==> src/rtl/rr_grant_scheduler.sv <==
`default_nettype none
// ============================================================================
// Module   : rr_grant_scheduler
// Brief    : Round-robin arbiter holding a registered one-hot grant until
//            done, owner request drop, or hold-time limit, then rotating.
// Revision : 1.0 - initial release
// ============================================================================
module rr_grant_scheduler #(
  parameter int WIDTH    = 16,
  parameter int MAX_HOLD = 64
) (
  input  logic                     clk_i,
  input  logic                     srst_i,
  input  logic [WIDTH-1:0]         req_i,
  input  logic                     done_i,
  output logic [WIDTH-1:0]         gnt_o,
  output logic [$clog2(WIDTH)-1:0] gnt_idx_o,
  output logic                     gnt_val_o,
  output logic                     timeout_o
);

  localparam int IDX_W = $clog2(WIDTH);
  // A zero-width counter is illegal, so keep one bit when the timeout is off.
  localparam int CNT_W = (MAX_HOLD == 0) ? 1 : $clog2(MAX_HOLD + 1);
  localparam logic [CNT_W-1:0] c_hold_last = CNT_W'(MAX_HOLD - 1);
  localparam logic [IDX_W-1:0] c_last_rst  = IDX_W'(WIDTH - 1);

  typedef enum logic [0:0] {
    ST_IDLE  = 1'b0,
    ST_GRANT = 1'b1
  } state_t;

  state_t           r_state, w_state_nxt;
  logic [WIDTH-1:0] r_gnt, w_gnt_nxt;
  logic [IDX_W-1:0] r_gnt_idx, w_gnt_idx_nxt;
  logic [IDX_W-1:0] r_last_idx, w_last_idx_nxt;
  logic [CNT_W-1:0] r_hold_cnt, w_hold_cnt_nxt;
  logic             r_timeout, w_timeout_nxt;

  logic [IDX_W-1:0] w_base;
  logic [WIDTH-1:0] w_mask;
  logic [WIDTH-1:0] w_hi;
  logic [WIDTH-1:0] w_hi_lsb;
  logic [WIDTH-1:0] w_req_lsb;
  logic [WIDTH-1:0] w_pick;
  logic [IDX_W-1:0] w_pick_idx;
  logic             w_owner_req;
  logic             w_hold_expired;
  logic             w_rel;

  // Search starts just above the previous owner; fallback wraps to bit 0.
  assign w_base = (r_state == ST_GRANT) ? r_gnt_idx : r_last_idx;

  always_comb begin
    w_mask = '0;
    for (int i = 0; i < WIDTH; i++) begin
      w_mask[i] = (i > int'(w_base));
    end
  end

  assign w_hi      = req_i & w_mask;
  assign w_hi_lsb  = w_hi & (~w_hi + 1'b1);
  assign w_req_lsb = req_i & (~req_i + 1'b1);
  assign w_pick    = (w_hi != '0) ? w_hi_lsb : w_req_lsb;

  always_comb begin
    w_pick_idx = '0;
    for (int i = 0; i < WIDTH; i++) begin
      if (w_pick[i]) w_pick_idx = w_pick_idx | IDX_W'(i);
    end
  end

  assign w_owner_req    = req_i[r_gnt_idx];
  assign w_hold_expired = (MAX_HOLD != 0) && (r_hold_cnt == c_hold_last);
  assign w_rel          = done_i || !w_owner_req || w_hold_expired;

  always_comb begin
    w_state_nxt    = r_state;
    w_gnt_nxt      = r_gnt;
    w_gnt_idx_nxt  = r_gnt_idx;
    w_last_idx_nxt = r_last_idx;
    w_hold_cnt_nxt = r_hold_cnt;
    w_timeout_nxt  = 1'b0;

    case (r_state)
      ST_IDLE: begin
        if (req_i != '0) begin
          w_gnt_nxt      = w_pick;
          w_gnt_idx_nxt  = w_pick_idx;
          w_hold_cnt_nxt = '0;
          w_state_nxt    = ST_GRANT;
        end
      end
      ST_GRANT: begin
        if (w_rel) begin
          w_last_idx_nxt = r_gnt_idx;
          w_timeout_nxt  = w_hold_expired && !done_i && w_owner_req;
          w_hold_cnt_nxt = '0;
          if (req_i != '0) begin
            w_gnt_nxt     = w_pick;
            w_gnt_idx_nxt = w_pick_idx;
          end else begin
            w_gnt_nxt     = '0;
            w_gnt_idx_nxt = '0;
            w_state_nxt   = ST_IDLE;
          end
        end else begin
          w_hold_cnt_nxt = r_hold_cnt + 1'b1;
        end
      end
      default: begin
        w_state_nxt   = ST_IDLE;
        w_gnt_nxt     = '0;
        w_gnt_idx_nxt = '0;
      end
    endcase
  end

  always_ff @(posedge clk_i) begin
    if (srst_i) begin
      r_state    <= ST_IDLE;
      r_gnt      <= '0;
      r_gnt_idx  <= '0;
      r_last_idx <= c_last_rst;
      r_hold_cnt <= '0;
      r_timeout  <= 1'b0;
    end else begin
      r_state    <= w_state_nxt;
      r_gnt      <= w_gnt_nxt;
      r_gnt_idx  <= w_gnt_idx_nxt;
      r_last_idx <= w_last_idx_nxt;
      r_hold_cnt <= w_hold_cnt_nxt;
      r_timeout  <= w_timeout_nxt;
    end
  end

  assign gnt_o     = r_gnt;
  assign gnt_idx_o = r_gnt_idx;
  assign gnt_val_o = (r_state == ST_GRANT);
  assign timeout_o = r_timeout;

endmodule
`default_nettype wire

==> config.mk <==
export PLATFORM = sky130hd
export DESIGN_NAME = rr_grant_scheduler
export DESIGN_NICKNAME = d
export VERILOG_FILES = /design/src/rtl/rr_grant_scheduler.sv
export SDC_FILE = /design/constraint.sdc
export NUM_CORES = 1
export LEC_CHECK = 0
export CAP_MARGIN = 30
export CORE_ASPECT_RATIO = 0.5
export CORE_MARGIN = 4
export CORE_UTILIZATION = 30
export DETAILED_ROUTE_END_ITERATION = 12
export PLACE_DENSITY = 0.48
export SYNTH_ARGS = -nofsm -noshare
export SYNTH_HDL_FRONTEND = slang
export SYNTH_SLANG_ARGS = --single-unit
==> constraint.sdc <==
create_clock -name clk_i -period 3.9 [get_ports clk_i]
set_input_delay 0.39 -clock clk_i [delete_from_list [all_inputs] [get_ports clk_i]]
set_output_delay 0.39 -clock clk_i [all_outputs]
set_load 0.02 [all_outputs]
==> metrics.yaml <==
status: "finished, final reports clean"
ys_types: 72
fmax_mhz: 312
clk_pin_slew_ps: 60
crit_end: "gnt_idx_o[2]"
place_inst: 429
dr.first_iter.drc_count: 170
nNetsFinal: 348
p_total_mw: 1.71
cts_root_buf: "clkbuf_16"
rsz0062_at_grt: "no"
dieArea_mm2: 0.00965
ant_nets: 0
antenna_cells: 0
switching_share_pct: 42.9
insertion_delay_ps: 280
tightestPinTransition_ps: 770
rows: 22
reg2reg_slack_ps: 700
cts_setup_buffers: 0
coreArea_mm2: 0.00757
ys_warn_count: 0
ios: 41
hold_viol_final: 0
dp_hpwl_mm: 6.08
hold_slack_ps: 448
vias: 2483
powerDensity_mw_per_mm2: 565
wl_mm: 8.02
drive_gt1_share_pct: 11.9
cts_tree: "built"
critPathCaptureType: "register"
rr_startpoint: "gnt_val_o"
ys.flop_type: "dfxtp_1"
wl_per_cell_um: 18.4
clock-sinks: 33
gp_congestion: 0.969
synth_nets: 311
grt_pass1_wl_mm: 13.1
crit_path_start_kind: "register"
grt_max_degree: 31
holdCritPathClass: "register to register"
worstPathRequired_ps: 4120
die_w_um: 135
arrival_ps: 3430
r2r-end: "gnt_idx_o[2]"
path_class: "register to register"
dr.pass1.iters: 5
ctsResizeCount: 0
ctsHoldBuffers: 0
synth-seq-area-share_pct: 27.3
p_int_uw: 975
yosys.area.top_type: "dfxtp_1"
cp.depth: 8
die_height_um: 71.5
combPwrFrac_pct: 46.6
synth_commonest_cells: "50 x nor2_1, 33 x dfxtp_1, 22 x a21oi_1"
maxSlewHeadroom_pct: 48.6
startpoint: "gnt_val_o"
synthCells: 291
viasPerCell: 5.69
crit_fanout: 21
p_clk_share_pct: 23.2
gr-total-overflow: 0
netlist_area_mm2: 0.00242
drc: 0
synth_edf_count: 0
ys_top_cells_by_area: "dfxtp_1 27%, nor2_1 7.8%, a21oi_1 4.6%"
cpLargestDelayFamily: "compound AO/OA/AOI/OAI gates"
switchingPower_uw: 732
setup_slack_ps: 699
fin_worst_skew_ps: 8.50
ys_ff_latch: 33
initial_core_util_pct: 32.0
p_leak_nw: 1.13
dp_worst_setup_slack_ps: 647
path_cells: "mux2i_1, a311oi_2, o22a_1, nor4b_4, a32o_1, nand2_1, a41oi_1, a211o_1"
syn_avg_cell_area_um2: 8.31
cts_buffer_depth: 2
async_reset_ff_share_pct: 0
setup_tns_ps: 0
max-cap-violations: 0
r2r_cells: 8
instances_no_fill: 436
layout_min_cycle_time_ps: 3200
setup_violations: 0
portBuffers: 40
track_usage_pct: 17.1
seqPwrFrac_pct: 30.2
layout-area-overhead-vs-synth_pct: 24.9
finalCritPeriodShare_pct: 82.1
netlist.area_leader.share_pct: 27.3
drv_slew: 0
path_buf_inv: 0
antenna_found_initial: 0
slowest_stage: "dfxtp_1"
yosysMostFrequentCell: "nor2_1"
ir_worst_vdd_uv: 195
cpPeakStageDelay_ps: 810
htreeDepth: 2
grt_pass1_vias: 2409
cts-buffers-inserted: 5
nFillCells: 796
## metrics by stage
stage / instance area, µm² / util (%)
after floorplan: 2420 / -
after global placement: 2870 / 38.0
after detailed placement: 2870 / 38.0
after CTS: 3020 / 39.9
after global routing: 3020 / 39.9
final: 3020 / 39.9
## worst min-delay path by stage
stage	from	end	slack (ps)	cells after the start
6_report	r_hold_cnt[6]	timeout_o	450	1
3_3_place_gp	r_hold_cnt[6]	timeout_o	440	1
4_1_cts	r_hold_cnt[6]	timeout_o	450	1
2_1_floorplan	r_hold_cnt[6]	timeout_o	420	1
3_5_place_dp	r_hold_cnt[6]	timeout_o	440	1
5_1_grt	gnt_o[0]	gnt_o[0]	470	2
## cell type report
type                    count  area [µm²]  area share [%]
inverters                   9        33.8            1.12
clock inverters             1        7.51           0.249
repair buffers             44         430            14.3
flip-flops and latches     33         661            21.9
clock buffers               6         139            4.60
multi-input cells         235        1610            53.4
well taps                 108         135            4.47
## sequential cells by signal, summed over array words and instances, names as in the netlist
| register | cells |
|---|---|
| r_last_idx | 4 |
| gnt_o | 16 |
| r_hold_cnt | 7 |
| gnt_val_o | 1 |
| timeout_o | 1 |
| gnt_idx_o | 4 |
## kinds of logic after synthesis
logic type	share of synthesized area [%]
muxes	6.78
DFF	27.3
and+or+nand+nor	33.4
adders and majority gates	0.517
AOI/OAI and AO/OA	26.0
buffers and inverters	5.95
## power groups by stage
stage / Sequential, mW / Clock [mW] / Combinational (mW)
finish: 0.515 / 0.395 / 0.796
global route: 0.523 / 0.421 / 0.869
CTS: 0.509 / 0.407 / 0.787
detailed placement: 0.516 / 0 / 0.782
global placement: 0.520 / 0 / 0.793
floorplan: 0.477 / 0 / 0.578
## routing by layer
layer	vias up	share of wire, %	GRT usage, %
met4	0	1.3	4.69
met1	1193	52	26.2
li1	1183	-	-
met2	98	40	23.2
met3	9	6.7	4.42
met5	-	0	0
## layout by cell type (no fill, tap or decap), types with 4 or more instances in the layout
cell	n
clkdlybuf4s50_1	40
nand4_1	5
and3_1	6
nor2b_1	6
inv_1	9
buf_4	4
a21oi_1	22
dfxtp_1	33
nor2_1	50
clkbuf_16	5
o21ai_0	11
nor3_1	10
mux2i_1	4
nand2_1	17
a211o_1	6
nand3_1	11
o211ai_1	4
a22oi_1	7
Power figures use the tool's default switching activity.
